[src/rtl/sigma_gpio_pkg.sv]
// Shared constants for the sigma GPIO/interrupt block: register offsets,
// interrupt mode encodings and the bus data width.
package sigma_gpio_pkg;

  localparam int unsigned BUS_DW = 32;

  localparam logic [4:0] GPIO_IN   = 5'h00;
  localparam logic [4:0] GPIO_OUT  = 5'h04;
  localparam logic [4:0] GPIO_EN   = 5'h08;
  localparam logic [4:0] GPIO_MODE = 5'h0C;
  localparam logic [4:0] GPIO_POL  = 5'h10;
  localparam logic [4:0] GPIO_BOTH = 5'h14;
  localparam logic [4:0] GPIO_PEND = 5'h18;

  localparam logic MODE_LEVEL = 1'b0;
  localparam logic MODE_EDGE  = 1'b1;

  // Registers are word aligned; the two byte-lane bits never select anything.
  function automatic logic [4:0] reg_offset(input logic [4:0] addr);
    return {addr[4:2], 2'b00};
  endfunction

endpackage

[src/rtl/sigma_gpio_debounce.sv]
// One GPIO input channel: multi-stage synchroniser followed by a counter
// debouncer. q_o is the accepted state; rise_o/fall_o flag the accepting cycle.
module sigma_gpio_debounce #(
  parameter int unsigned SYNC_STAGES  = 2,
  parameter int unsigned DEBOUNCE_POW = 2
) (
  input  logic clk_i,
  input  logic arst_i,
  input  logic d_i,
  output logic q_o,
  output logic rise_o,
  output logic fall_o
);

  logic [SYNC_STAGES-1:0] sync_q;
  logic                   s;
  logic                   st_q;
  logic                   accept;

  // NOTE: every clocked assignment uses <= so all flops sample the values from
  // before the edge; with = the shift chain would collapse into a single stage.
  always_ff @(posedge clk_i or posedge arst_i) begin
    if (arst_i) begin
      sync_q <= '0;
    end else begin
      sync_q <= {sync_q[SYNC_STAGES-2:0], d_i};
    end
  end

  assign s = sync_q[SYNC_STAGES-1];

  generate
    if (DEBOUNCE_POW == 0) begin : g_no_filter
      assign accept = (s != st_q);
    end else begin : g_filter
      logic [DEBOUNCE_POW-1:0] cnt_q;

      // Accept only after the new level has been seen for 2^DEBOUNCE_POW clocks.
      assign accept = (s != st_q) && (cnt_q == {DEBOUNCE_POW{1'b1}});

      always_ff @(posedge clk_i or posedge arst_i) begin
        if (arst_i) begin
          cnt_q <= '0;
        end else if ((s == st_q) || accept) begin
          cnt_q <= '0;
        end else begin
          cnt_q <= cnt_q + 1'b1;
        end
      end
    end
  endgenerate

  always_ff @(posedge clk_i or posedge arst_i) begin
    if (arst_i) begin
      st_q <= 1'b0;
    end else if (accept) begin
      st_q <= s;
    end
  end

  assign q_o    = st_q;
  assign rise_o = accept & s;
  assign fall_o = accept & ~s;

endmodule

[src/rtl/sigma_gpio_irq.sv]
// Memory-mapped GPIO slave for the sigma SoC: debounced inputs, registered
// outputs, per-channel level/edge interrupts with W1C pending, one irq_o.
module sigma_gpio_irq
  import sigma_gpio_pkg::*;
#(
  parameter int unsigned       NUM_CH       = 8,
  parameter int unsigned       SYNC_STAGES  = 2,
  parameter int unsigned       DEBOUNCE_POW = 2,
  parameter logic [NUM_CH-1:0] OUT_RESET    = '0
) (
  input  logic              clk_i,
  input  logic              arst_i,
  input  logic [NUM_CH-1:0] gpio_bi,
  output logic [NUM_CH-1:0] gpio_bo,
  input  logic              host_req,
  input  logic              host_we,
  input  logic [4:0]        host_addr,
  input  logic [BUS_DW-1:0] host_wdata,
  output logic              host_ack,
  output logic              host_resp,
  output logic [BUS_DW-1:0] host_rdata,
  output logic              irq_o
);

  logic [NUM_CH-1:0] st;
  logic [NUM_CH-1:0] rise;
  logic [NUM_CH-1:0] fall;

  logic [NUM_CH-1:0] en_q;
  logic [NUM_CH-1:0] mode_q;
  logic [NUM_CH-1:0] pol_q;
  logic [NUM_CH-1:0] both_q;
  logic [NUM_CH-1:0] pend_edge_q;
  logic [NUM_CH-1:0] pend_edge_d;
  logic [NUM_CH-1:0] pend_view;
  logic [NUM_CH-1:0] evt;
  logic [NUM_CH-1:0] w1c;
  logic [NUM_CH-1:0] wdata_ch;

  logic              wr_en;
  logic              rd_en;
  logic [4:0]        off;
  logic [BUS_DW-1:0] rd_mux;
  logic              unused_wdata;

  generate
    for (genvar g = 0; g < NUM_CH; g++) begin : g_ch
      sigma_gpio_debounce #(
        .SYNC_STAGES (SYNC_STAGES),
        .DEBOUNCE_POW(DEBOUNCE_POW)
      ) u_debounce (
        .clk_i (clk_i),
        .arst_i(arst_i),
        .d_i   (gpio_bi[g]),
        .q_o   (st[g]),
        .rise_o(rise[g]),
        .fall_o(fall[g])
      );
    end
  endgenerate

  assign host_ack     = host_req;
  assign wr_en        = host_req & host_we;
  assign rd_en        = host_req & ~host_we;
  assign off          = reg_offset(host_addr);
  assign wdata_ch     = host_wdata[NUM_CH-1:0];
  assign unused_wdata = ^host_wdata;

  assign w1c = (wr_en && (off == GPIO_PEND)) ? wdata_ch : '0;
  assign evt = (rise & (pol_q | both_q)) | (fall & (~pol_q | both_q));

  // NOTE: every variable written here gets a default first, so no path can
  // leave one unassigned and infer a latch.
  always_comb begin
    pend_edge_d = '0;
    pend_view   = '0;
    for (int i = 0; i < NUM_CH; i++) begin
      case (mode_q[i])
        // Level channels keep the sticky flop cleared, so switching to edge
        // mode always starts from a clean pending bit.
        MODE_LEVEL: begin
          pend_edge_d[i] = 1'b0;
          pend_view[i]   = (st[i] == pol_q[i]);
        end
        MODE_EDGE: begin
          pend_edge_d[i] = evt[i] | (pend_edge_q[i] & ~w1c[i]);
          pend_view[i]   = pend_edge_q[i];
        end
      endcase
    end
  end

  always_comb begin
    rd_mux = '0;
    case (off)
      GPIO_IN:   rd_mux[NUM_CH-1:0] = st;
      GPIO_OUT:  rd_mux[NUM_CH-1:0] = gpio_bo;
      GPIO_EN:   rd_mux[NUM_CH-1:0] = en_q;
      GPIO_MODE: rd_mux[NUM_CH-1:0] = mode_q;
      GPIO_POL:  rd_mux[NUM_CH-1:0] = pol_q;
      GPIO_BOTH: rd_mux[NUM_CH-1:0] = both_q;
      GPIO_PEND: rd_mux[NUM_CH-1:0] = pend_view;
      default:   rd_mux = '0;
    endcase
  end

  always_ff @(posedge clk_i or posedge arst_i) begin
    if (arst_i) begin
      gpio_bo <= OUT_RESET;
      en_q    <= '0;
      mode_q  <= '0;
      pol_q   <= '0;
      both_q  <= '0;
    end else if (wr_en) begin
      case (off)
        GPIO_OUT:  gpio_bo <= wdata_ch;
        GPIO_EN:   en_q    <= wdata_ch;
        GPIO_MODE: mode_q  <= wdata_ch;
        GPIO_POL:  pol_q   <= wdata_ch;
        GPIO_BOTH: both_q  <= wdata_ch;
        default:   ;
      endcase
    end
  end

  always_ff @(posedge clk_i or posedge arst_i) begin
    if (arst_i) begin
      pend_edge_q <= '0;
      irq_o       <= 1'b0;
    end else begin
      pend_edge_q <= pend_edge_d;
      irq_o       <= |(pend_view & en_q);
    end
  end

  // Read data is captured only on reads, so it holds between responses.
  always_ff @(posedge clk_i or posedge arst_i) begin
    if (arst_i) begin
      host_resp  <= 1'b0;
      host_rdata <= '0;
    end else begin
      host_resp <= rd_en;
      if (rd_en) begin
        host_rdata <= rd_mux;
      end
    end
  end

endmodule

[config.mk]
export PLATFORM = sky130hd
export DESIGN_NAME = sigma_gpio_irq
export DESIGN_NICKNAME = d
export VERILOG_FILES = /design/src/rtl/sigma_gpio_pkg.sv /design/src/rtl/sigma_gpio_debounce.sv /design/src/rtl/sigma_gpio_irq.sv
export SDC_FILE = /design/constraint.sdc
export NUM_CORES = 1
export LEC_CHECK = 0
export ABC_CLOCK_PERIOD_IN_PS = 5700
export CORE_UTILIZATION = 55
export CTS_BUF_LIST = sky130_fd_sc_hd__clkbuf_4 sky130_fd_sc_hd__clkbuf_8 sky130_fd_sc_hd__clkbuf_16
export CTS_CLUSTER_SIZE = 24
export DETAILED_ROUTE_END_ITERATION = 10
export HOLD_SLACK_MARGIN = 0.03
export PLACE_DENSITY_LB_ADDON = 0.25
export SYNTH_ARGS = -nofsm -noshare
export SYNTH_HDL_FRONTEND = slang
export SYNTH_SLANG_ARGS = --single-unit
[constraint.sdc]
create_clock -name clk_i -period 5.7 [get_ports clk_i]
set_input_delay 0.57 -clock clk_i [delete_from_list [all_inputs] [get_ports clk_i]]
set_output_delay 0.57 -clock clk_i [all_outputs]
set_load 0.03 [all_outputs]
# ---- Yosys cells after proc, flatten, opt, wreduce, memory -nomap -nowiden
# Index checks and enable logic that the tools add are counted.
dict set report classes {
  addsub 8
  n_eq_ne 38
  muxes 26
  bitwise_logic 66
  n_reduce_logical 24
}
# operator count
set op_table {}
lappend op_table {{one-hot mux 8 bit (7 select lines)} 1}
lappend op_table {{one-hot mux 1 bit (2 select lines)} 16}
lappend op_table {{AND 1 bit} 26}
lappend op_table {{NOT 1 bit} 25}
lappend op_table {{AND 8 bit} 3}
lappend op_table {{bitwise OR 8 bit} 3}
lappend op_table {{adder 2 x 1 -> 2 bit, second input constant} 8}
lappend op_table {{equality test 1 bit} 16}
lappend op_table {{equality test 2 bit, second input constant} 8}
lappend op_table {{2-to-1 mux 2 bit} 8}
lappend op_table {{AND reduction 2 bit} 5}
lappend op_table {{equality test 3 bit, second input constant} 3}
lappend op_table {{logical AND 1 bit} 9}
lappend op_table {{logical OR 1 bit} 8}
lappend op_table {{2-to-1 mux 8 bit} 1}
lappend op_table {{!= test 1 bit} 8}
lappend op_table {{NOT 8 bit} 1}
lappend op_table {{bitwise OR 1 bit} 8}
lappend op_table {{OR reduction 8 bit} 1}
lappend op_table {{equality test 3 x 2 -> 1 bit, second input constant} 2}
lappend op_table {{zero test 5 bit} 1}
lappend op_table {{equality test 3 x 1 -> 1 bit, second input constant} 1}
dict set report word_totals {
  register_bits 98
  out_inout_bits 43
  elab_cells 195
}

# ---- Depth between registers and ports, before layout
# Gate-level depths: netlist (run 1).
dict set report logic_depth {
  ltp_word 7
  depth_mapped 7
  mapped_depth_nobuf 4
}

# ---- Cells and area by module
# Synthesis (run 1) repeated with hierarchy kept, for this count alone.
dict set report hier_totals {
  hier_cells 415
  hier_area_um2 4904.7
}
# mod n_inst cells_per_inst area_each_um2 seq_area_each_um2
set by_module_without_submodules {}
lappend by_module_without_submodules {sigma_gpio_irq 1 295 3373.2 1451.4}
lappend by_module_without_submodules {sigma_gpio_debounce 8 15 191.4 125.1}

# ---- Least setup slack after synthesis (run 1)
# No wires, ideal clock.
dict set report synth_path {
  kind {input port to flip-flop}
  startpoint {input port host_addr[3]}
  endpoint {register both_q[0]}
  t_arrival_ns 1.535
  t_required_ns 5.575
  setup_slack_ns 4.041
  cell_stages 4
  n_path_buf 1
  cell_sequence {buf_6 -> nand3b_4 -> nor3_4 -> mux2_2}
}
dict set report synth_between {
  elab_chain_cells 2
}
# element line_no
set synth_rtl {}
lappend synth_rtl {{start, declared} sigma_gpio_irq.sv:17} ;# input logic [4:0] host_addr,
lappend synth_rtl {{equality test 3 bit} sigma_gpio_irq.sv:115} ;# case (off)
lappend synth_rtl {{AND reduction 2 bit (no line)} --}
lappend synth_rtl {{end signal, assigned} sigma_gpio_irq.sv:120} ;# GPIO_BOTH: both_q <= wdata_ch;
lappend synth_rtl {{end, declared} sigma_gpio_irq.sv:32} ;# logic [NUM_CH-1:0] both_q;
# No other way between the ends.
# A chain may end at the register's enable or synchronous reset.

# ---- Worst setup path in the final report (run 1)
dict set report layout_path {
  startpoint {input port host_addr[4]}
  endpoint {register both_q[1]}
}
# The elaborated chain is that of the path after synthesis.

==> results.cfg, run 1 <==
[finish]
layout-drive-gt1-share = 0.171
finalNonFillerCells = 555
diodes_inserted = 0
num-nets-final = 503
areaGrowthSynthToFinish_pct = 12.6

[sta]
achievable_frequency_mhz = 368
final.period_utilization = 0.477
worstMarginPinSlew_ns = 0.953
worst_slew_margin_rel = 0.363
finalClockSkew_ns = 0.0102
grt_setup_unrepaired = no
period_needed_ns = 2.72
finish_stage_setup_viols = 0
final.setup.tns_ns = 0
report.final.hold_viol_count = 0
final_max_slew_violation_count = 0

[floorplan]
rows = 33
floorplan.io_pins = 92
floorplan.core_area_mm2 = 0.00826
starting_density_of_the_core = 0.571
floorplan.die.height_um = 94.6
die-area_mm2 = 0.00895
die_w_um = 94.6

[power]
cellInternalPower_mw = 1.41
p_sw_uw = 672
report.power.total_mw = 2.08
cell_leakage_power_nw = 2.34
power.sequential.fraction = 0.480
pwr-share-clk = 0.240
power-per-cell-area_mw_per_mm2 = 392
irDropWorstVdd_mv = 0.183
switching_share = 0.323
share_comb_of_total_power = 0.279

[critical_path]
critical_path_arrival_ns = 2.97
startpoint_type = input pin
critical_path_class = input pin to flip-flop
cp.required_ns = 5.95
setup.reg_to_reg.worst_slack_ns = 4.01
crit_path_end_kind = flip-flop
worstPathMaxFanout = 22

[global_routing]
grt_use_total = 0.230
vias_in_the_first_global_route = 3013
antenna_found_initial = 0
wire_length_of_the_first_global_routing_pass_um = 15200
largest_net_degree_at_the_start_of_global_routing = 68
overflow = 0

[synthesis]
dominantRegCellSynth = sky130_fd_sc_hd__dfrtp_1
yosysWarnings = 0
synthesis.area_per_instance_um2 = 11.6
async_flop_share = 1.00
ys_top_cells_by_count = sky130_fd_sc_hd__dfrtp_1 (98), sky130_fd_sc_hd__mux2_2 (38), sky130_fd_sc_hd__o21ai_0 (29)
flip_flop_and_latch_count_after_synthesis = 98
post_synth_instance_area_mm2 = 0.00472
synth.lib_cells_used.distinct = 48
synth_top_cells_by_area = sky130_fd_sc_hd__dfrtp_1 (52%), sky130_fd_sc_hd__mux2_2 (9.1%), sky130_fd_sc_hd__buf_4 (4.3%)
postSynthCellCount = 407
ys_seq_area_frac = 0.520
most_repeated_cell_in_the_gate_level_netlist_after_synthesis = sky130_fd_sc_hd__dfrtp_1
netlist.top_cell.by_area = sky130_fd_sc_hd__dfrtp_1
synth_largest_type_area_fraction = 0.520
number_of_flops_mapped_to_enable_cells_by_yosys = 0

[drt]
drt_pass1_iterations = 5
routed_wire_length_per_instance_um = 16.6
drcViolationCount = 0
routed_via_density = 5.62
wl_um = 9200
routed-via-count = 3119
detail-route-antenna-nets = 0
dr.first_iter.drc_count = 140

[clock_tree]
cts_made_buffers = 9
post_cts_buffers = 0
tritoncts_clock_tree = done
clkSlewWorstSetupHoldPaths_ns = 0.09
post_cts_resize_count = 0
clock_latency_on_the_worst_skew_pair_ns = 0.36
h_tree_level_count = 3
cts_buffer_depth = 2
root_buffer = sky130_fd_sc_hd__clkbuf_8
cts_hold_buffers = 0
clock_sinks = 98

[outcome]
outcome = completed

[placement]
dpl.hpwl_um = 6210
numPortBuffers = 41
placed_cells = 540
gp_congestion = 0.828

[flow_run]
timing.max_cap.violations = 0

[hold_path]
hold_class = flip-flop to flip-flop
-- worst paths after layout --
check / from / to / cells after the start
min in group asynchronous: arst_i / gpio_bo[3] / 2
max reg2reg: g_ch[4].u_debounce.q_o / irq_o / 4
max in group asynchronous: arst_i / pend_edge_q[7] / 3
max: host_addr[4] / both_q[1] / 4
min: g_ch[1].u_debounce.sync_q[0] / g_ch[1].u_debounce.sync_q[1] / 0
min reg2reg: g_ch[1].u_debounce.sync_q[0] / g_ch[1].u_debounce.sync_q[1] / 0
-- layer usage --
layer  GRT usage  vias up  share of wire
li1            -     1463              -
met5           0        -              0
met4       0.117        0          0.028
met2       0.360      112           0.48
met1       0.314     1524           0.44
met3      0.0346       20          0.044
-- critical path, cell delays in order --
cell and delay, ns:
sky130_fd_sc_hd__clkdlybuf4s50_1 1.09, sky130_fd_sc_hd__inv_2 0.24, sky130_fd_sc_hd__nor3_4 0.65, sky130_fd_sc_hd__mux2_2 0.41
-- sequential cells by signal, summed over array words and instances, names as in the netlist --
signal / flops
pol_q: 8
pend_edge_q: 8
g_ch.u_debounce.sync_q: 16
both_q: 8
irq_o: 1
gpio_bo: 8
en_q: 8
mode_q: 8
host_resp: 1
host_rdata: 8
g_ch.u_debounce.q_o: 8
g_ch.u_debounce.g_filter.cnt_q: 16
-- layout by cell type, fill, tap and decap left out, drive strengths merged, types with 10 or more instances in the layout --
cell	n
nor2	17
nor3	11
nand2	23
a21oi	10
mux2	39
o21ai	39
mux2i	11
inv	16
clkdlybuf4s50	41
nor3b	13
clkbuf	11
conb	24
nand3	10
dfrtp	98
-- cell families (layout without fill, tap and decap cells) --
group / after synthesis / after routing / share of synthesized area
flip-flops: 98 / 98 / 0.520
AND/OR/NAND/NOR: 98 / 98 / 0.120
AO/OA/AOI/OAI: 80 / 80 / 0.110
buffers and inverters: 54 / 74 / 0.0722
multiplexers: 52 / 52 / 0.126
XOR/XNOR: 16 / 16 / 0.0297
adder cells (fa/ha/maj): 8 / 8 / 0.0212
other: 1 / 24 / 0.000795
-- power by group through the flow --
stage,Combinational (mW),Clock (mW),Sequential [mW]
after floorplan,0.393,0,1.03
after global placement,0.562,0,1.00
after detailed placement,0.582,0,1.01
after CTS,0.584,0.508,0.999
after global routing,0.645,0.538,1.02
final,0.581,0.500,0.999
-- area by class of cell --
| type | instances | area (µm²) |
|---|---|---|
| Multi-Input combinational cell | 278 | 2010 |
| Inverter | 15 | 58.8 |
| Sequential cell | 98 | 2450 |
| Timing Repair Buffer | 44 | 433 |
| Tap cell | 105 | 131 |
| Clock inverter | 4 | 73.8 |
| Fill cell | 636 | 2950 |
| Clock buffer | 11 | 151 |
-- through the flow --
stage	setup slack (ns)	instance area [µm²]	utilization	hold WS (ns)
after floorplan	2.57	4800	-	0.331
after global placement	2.73	5080	0.616	0.331
after detailed placement	2.66	5080	0.616	0.335
after CTS	3.05	5310	0.643	0.348
after global routing	2.93	5310	0.643	0.359
final	2.98	5310	0.643	0.344
Note: power is estimated with default switching activity, not from simulation.
==> inputs of run 2 (changes only) <==
--- a/config.mk
+++ b/config.mk
@@ -5,8 +5,8 @@
 export SDC_FILE = /design/constraint.sdc
 export NUM_CORES = 1
 export LEC_CHECK = 0
-export ABC_CLOCK_PERIOD_IN_PS = 5700
-export CORE_UTILIZATION = 55
+export ABC_CLOCK_PERIOD_IN_PS = 2500
+export CORE_UTILIZATION = 47
 export CTS_BUF_LIST = sky130_fd_sc_hd__clkbuf_4 sky130_fd_sc_hd__clkbuf_8 sky130_fd_sc_hd__clkbuf_16
 export CTS_CLUSTER_SIZE = 24
 export DETAILED_ROUTE_END_ITERATION = 10
==> constraint.sdc (replaced) <==
create_clock -name clk_i -period 2.5 [get_ports clk_i]
set_input_delay 0.25 -clock clk_i [delete_from_list [all_inputs] [get_ports clk_i]]
set_output_delay 0.25 -clock clk_i [all_outputs]
set_load 0.03 [all_outputs]
==> run 2 against run 1 <==
  * Clock power rose by 130%
  * Sequential power rose by 130%
  * Design area rose by 2.0%
  * Routed wire length rose by 1.3%
  * Critical path type unchanged
==> results.cfg, run 2 (synthesis results as in run 1) <==
[outcome]
outcome = completed

[hold_path]
timing.hold.worst_path_depth = 1
holdCritStartpoint = gpio_bi[4]
hold_end = g_ch[4].u_debounce.sync_q[0]
hold_class = input pin to flip-flop

[global_routing]
largest_net_degree_at_the_start_of_global_routing = 99
grt_use_total = 0.203
wire_length_of_the_first_global_routing_pass_um = 15700
antenna_found_initial = 0
vias_in_the_first_global_route = 3103
overflow = 0

[critical_path]
worstReg2RegEnd = irq_o
critical_path_class = input pin to flip-flop
crit_path_max_delay_cell_type = sky130_fd_sc_hd__or3_1
crit_path_end_kind = flip-flop
critPathTopFamily = buffers and inverters
cp.required_ns = 2.74
critical_path_arrival_ns = 2.07
regToRegStartpoint = g_ch[4].u_debounce.q_o
worstPathMaxFanout = 16
startpoint_type = input pin
crit_path_largest_cell_delay_ns = 0.67
worstPathBufferInverterCount = 2
crit_start = host_addr[2]
timing.critical_path.cells = clkdlybuf4s50_1, buf_4, or3_1, nand2_1, o21ai_2
r2r.worst_path.cells = 4
setup.reg_to_reg.worst_slack_ns = 0.88

[drt]
drcViolationCount = 0
routed_via_density = 5.29
routed_wire_length_per_instance_um = 15.8
drt_pass1_iterations = 5
routed-via-count = 3124
dr.first_iter.drc_count = 114
wl_um = 9330
detail-route-antenna-nets = 0

[finish]
largestRegisters = g_ch.u_debounce.g_filter.cnt_q: 16 flops, g_ch.u_debounce.sync_q: 16 flops
diodes_inserted = 0
final_common_cell = sky130_fd_sc_hd__dfrtp_1
layout-drive-gt1-share = 0.186
num-nets-final = 510
layout_common_cells = sky130_fd_sc_hd__dfrtp_1 (98), sky130_fd_sc_hd__clkdlybuf4s50_1 (41), sky130_fd_sc_hd__mux2_2 (38), sky130_fd_sc_hd__o21ai_0 (29), sky130_fd_sc_hd__conb_1 (24)
fill_cells = 851
finalNonFillerCells = 591
areaGrowthSynthToFinish_pct = 14.8

[sta]
finalClockSkew_ns = 0.00869
grt_setup_unrepaired = no
finish_stage_setup_viols = 0
worstMarginPinSlew_ns = 0.726
report.final.hold_viol_count = 0
period_needed_ns = 1.83
setup_slack_ns = 0.674
final.period_utilization = 0.730
achievable_frequency_mhz = 548
worst_slew_margin_rel = 0.516
final_max_slew_violation_count = 0
final.setup.tns_ns = 0

[clock_tree]
h_tree_level_count = 3
post_cts_buffers = 0
tritoncts_clock_tree = done
clock_sinks = 98
root_buffer = sky130_fd_sc_hd__clkbuf_8
cts_hold_buffers = 0
clkSlewWorstSetupHoldPaths_ns = 0.10
clock_latency_on_the_worst_skew_pair_ns = 0.37
cts_made_buffers = 9
post_cts_resize_count = 0
cts_buffer_depth = 2

[placement]
gp_congestion = 0.834
dpl.hpwl_um = 6420
place_worst_setup_slack_ns = 0.300
numPortBuffers = 41
placed_cells = 575

[flow_run]
timing.max_cap.violations = 0

[power]
power-per-cell-area_mw_per_mm2 = 880
irDropWorstVdd_mv = 0.404
cell_leakage_power_nw = 2.37
report.power.total_mw = 4.77

[floorplan]
floorplan.io_pins = 92
rows = 36
floorplan.core_area_mm2 = 0.00973
starting_density_of_the_core = 0.485
die-area_mm2 = 0.0104
die_w_um = 102
floorplan.die.height_um = 102
-- run 2: cell types whose count changed in the layout (fill, tap and decap cells not counted), sizes merged --
cell      change
buf           +7
clkinv        +2
clkbuf        -1
clkinvlp      +2
inv           -2
-- run 2: worst max path at each step --
stage / to / slack [ns] / cells after the start
after CTS: host_ack / 0.69 / 2
final: en_q[3] / 0.67 / 5
after global routing: en_q[5] / 0.59 / 5
after floorplan: host_rdata[4] / 1.07 / 3
after detailed placement: en_q[3] / 0.30 / 5
after global placement: en_q[3] / 0.32 / 5
-- run 2: per-layer routing --
layer | track usage | part of all wire | up-vias
met5 | 0 | 0 | -
met1 | 0.271 | 0.46 | 1534
met3 | 0.0328 | 0.040 | 24
met4 | 0.118 | 0.035 | 0
li1 | - | - | 1477
met2 | 0.316 | 0.46 | 89
-- run 2: final cells by class --
class | instances | area (µm²) | share of cell area
Sequential cell | 98 | 2450 | 0.453
Clock buffer | 10 | 138 | 0.0254
Multi-Input combinational cell | 278 | 2010 | 0.371
Inverter | 15 | 60.1 | 0.0111
Clock inverter | 6 | 90.1 | 0.0166
Tap cell | 133 | 166 | 0.0307
Timing Repair Buffer | 51 | 498 | 0.0920
-- run 2: per-stage QoR --
stage / utilization / hold WS (ns) / cell area [µm²]
floorplan: - / 0.281 / 4810
CTS: 0.556 / 0.296 / 5410
global placement: 0.533 / 0.333 / 5190
global route: 0.556 / 0.296 / 5410
finish: 0.556 / 0.305 / 5410
detailed placement: 0.533 / 0.335 / 5190
-- run 2: worst reg2reg max path, stage by stage (launching register included) --
cell                        delay [ns]
sky130_fd_sc_hd__dfrtp_1          0.45
sky130_fd_sc_hd__xor2_1           0.28
sky130_fd_sc_hd__nor3b_1          0.09
sky130_fd_sc_hd__a2111oi_0        0.45
sky130_fd_sc_hd__nand3_1          0.20
-- run 2: power by group --
part	internal, mW	switching, mW
clock network	0.592	0.563
logic	0.649	0.685
registers	1.95	0.323
==> inputs of run 3 (changes only) <==
--- a/config.mk
+++ b/config.mk
@@ -5,8 +5,8 @@
 export SDC_FILE = /design/constraint.sdc
 export NUM_CORES = 1
 export LEC_CHECK = 0
-export ABC_CLOCK_PERIOD_IN_PS = 2500
-export CORE_UTILIZATION = 47
+export ABC_CLOCK_PERIOD_IN_PS = 1800
+export CORE_UTILIZATION = 52
 export CTS_BUF_LIST = sky130_fd_sc_hd__clkbuf_4 sky130_fd_sc_hd__clkbuf_8 sky130_fd_sc_hd__clkbuf_16
 export CTS_CLUSTER_SIZE = 24
 export DETAILED_ROUTE_END_ITERATION = 10
==> constraint.sdc (replaced) <==
create_clock -name clk_i -period 1.8 [get_ports clk_i]
set_input_delay 0.18 -clock clk_i [delete_from_list [all_inputs] [get_ports clk_i]]
set_output_delay 0.18 -clock clk_i [all_outputs]
set_load 0.03 [all_outputs]
==> run 3 against run 2 <==
  * Final cell count down 0.85%
  * Sequential share of layout area down 0.94 points
  * Largest cell class unchanged
  * Utilization up 7.4 points
  * Combinational power up 41%
  * Count of clock-buffer cells in the layout unchanged
  * First-iteration DRC count up 28%
  * Global-route usage up 1.0 points
  * Die area down 9.4%
  * Non-clock buffer count up 20
==> results.cfg, run 3 (synthesis results as in run 1) <==
[drt]
detail-route-antenna-nets = 0
dr.first_iter.drc_count = 146
drcViolationCount = 0
routed-via-count = 3150
wl_um = 9440
drt_pass1_iterations = 4
routed_wire_length_per_instance_um = 16.1
routed_via_density = 5.38

[clock_tree]
clock_latency_on_the_worst_skew_pair_ns = 0.36
cts_made_buffers = 9
post_cts_buffers = 0
tritoncts_clock_tree = done
clkSlewWorstSetupHoldPaths_ns = 0.09
cts_buffer_depth = 2
cts_hold_buffers = 0
post_cts_resize_count = 0
root_buffer = sky130_fd_sc_hd__clkbuf_8
clock_sinks = 98
h_tree_level_count = 3

[sta]
worst_slew_margin_rel = 0.635
finalClockSkew_ns = 0.00805
worstMarginPinSlew_ns = 0.548
final.setup.tns_ns = 0
final_max_slew_violation_count = 0
period_needed_ns = 1.68
achievable_frequency_mhz = 596
report.final.hold_viol_count = 0
final.period_utilization = 0.933
finish_stage_setup_viols = 0
grt_setup_unrepaired = no

[hold_path]
holdCritStartpoint = gpio_bi[0]
hold_class = input pin to flip-flop
timing.hold.worst_path_depth = 1
hold_end = g_ch[0].u_debounce.sync_q[0]

[power]
pwr-share-clk = 0.220
switching_share = 0.335
power-per-cell-area_mw_per_mm2 = 1170
share_comb_of_total_power = 0.290
cell_leakage_power_nw = 2.46
irDropWorstVdd_mv = 0.608
p_sw_mw = 2.17
power.sequential.fraction = 0.489
cellInternalPower_mw = 4.30

[critical_path]
crit_path_largest_cell_delay_ns = 0.67
crit_path_max_delay_cell_type = sky130_fd_sc_hd__clkdlybuf4s50_1
timing.critical_path.cells = clkdlybuf4s50_1, buf_4, clkdlybuf4s50_1
worstPathMaxFanout = 3
critical_path_arrival_ns = 1.50
worstPathBufferInverterCount = 3
cp.required_ns = 1.62
startpoint_type = input pin
regToRegStartpoint = g_ch[4].u_debounce.q_o
worstReg2RegEnd = irq_o
setup.reg_to_reg.worst_slack_ns = 0.18
crit_path_end_kind = output pin
cpMostUsedCell = sky130_fd_sc_hd__clkdlybuf4s50_1
r2r.worst_path.cells = 4
critical_path_class = input pin to output pin
critPathTopFamily = buffers and inverters

[global_routing]
overflow = 0
vias_in_the_first_global_route = 3222
wire_length_of_the_first_global_routing_pass_um = 15800
grt_use_total = 0.214
largest_net_degree_at_the_start_of_global_routing = 99
antenna_found_initial = 0

[floorplan]
floorplan.core_area_mm2 = 0.00876
rows = 34
die_w_um = 97.2
die-area_mm2 = 0.00945
floorplan.die.height_um = 97.2
floorplan.io_pins = 92
starting_density_of_the_core = 0.538

[finish]
regArea_mm2 = 0.00245
layout-drive-gt1-share = 0.220
areaGrowthSynthToFinish_pct = 17.2
final_design_area_no_fill_mm2 = 0.00553
final_common_cell = sky130_fd_sc_hd__dfrtp_1
num-nets-final = 530
fill_cells = 706
largestRegisters = g_ch.u_debounce.g_filter.cnt_q: 16 flops, g_ch.u_debounce.sync_q: 16 flops
layout_common_cells = sky130_fd_sc_hd__dfrtp_1 (98), sky130_fd_sc_hd__clkdlybuf4s50_1 (41), sky130_fd_sc_hd__mux2_2 (38), sky130_fd_sc_hd__o21ai_0 (29), sky130_fd_sc_hd__buf_4 (27)
multiInputGateArea_mm2 = 0.00201
diodes_inserted = 0

[placement]
gp_congestion = 0.827
placedInstanceArea_mm2 = 0.00533
numPortBuffers = 41
dpl.hpwl_um = 6770

[outcome]
outcome = completed

[flow_run]
timing.max_cap.violations = 0
-- run 3: worst max path at each step --
stage | start | cells after the start | endpoint
floorplan | gpio_bo[4] | 3 | host_rdata[4]
global placement | host_addr[3] | 5 | pend_edge_q[6]
detailed placement | host_addr[3] | 5 | pend_edge_q[5]
CTS | host_req | 3 | host_ack
global route | g_ch[4].u_debounce.q_o | 4 | irq_o
finish | host_req | 3 | host_ack
-- run 3: power by group through the flow --
| stage | Combinational [mW] | Sequential (mW) | Clock [mW] |
|---|---|---|---|
| floorplan | 1.24 | 3.27 | 0 |
| finish | 1.88 | 3.16 | 1.43 |
| global placement | 1.83 | 3.18 | 0 |
| CTS | 1.90 | 3.17 | 1.47 |
| detailed placement | 1.89 | 3.21 | 0 |
| global route | 2.07 | 3.25 | 1.56 |
-- run 3: area by class of cell --
cell class	instances	area share
Sequential cell	98	0.444
Multi-Input combinational cell	278	0.363
Timing Repair Buffer	71	0.122
Tap cell	108	0.0244
Clock buffer	10	0.0238
Clock inverter	6	0.0122
Inverter	15	0.0109
-- run 3: layer usage --
layer	vias to the layer above	GRT usage	share of wire
met5	-	0	0
li1	1510	-	-
met3	9	0.0417	0.047
met2	83	0.358	0.51
met1	1548	0.273	0.43
met4	0	0.0894	0.012
-- run 3: per-stage QoR --
stage / power, mW / setup WS (ns) / util / hold slack, ns / std cells
4_1_cts: 6.53 / 0.120 / 0.631 / 0.225 / 586
6_report: 6.47 / 0.121 / 0.631 / 0.245 / 586
3_3_place_gp: 5.00 / -0.0475 / 0.608 / 0.333 / 570
3_5_place_dp: 5.10 / -0.0763 / 0.608 / 0.335 / 570
2_1_floorplan: 4.51 / 0.371 / - / 0.211 / 430
5_1_grt: 6.87 / 0.0674 / 0.631 / 0.216 / 586
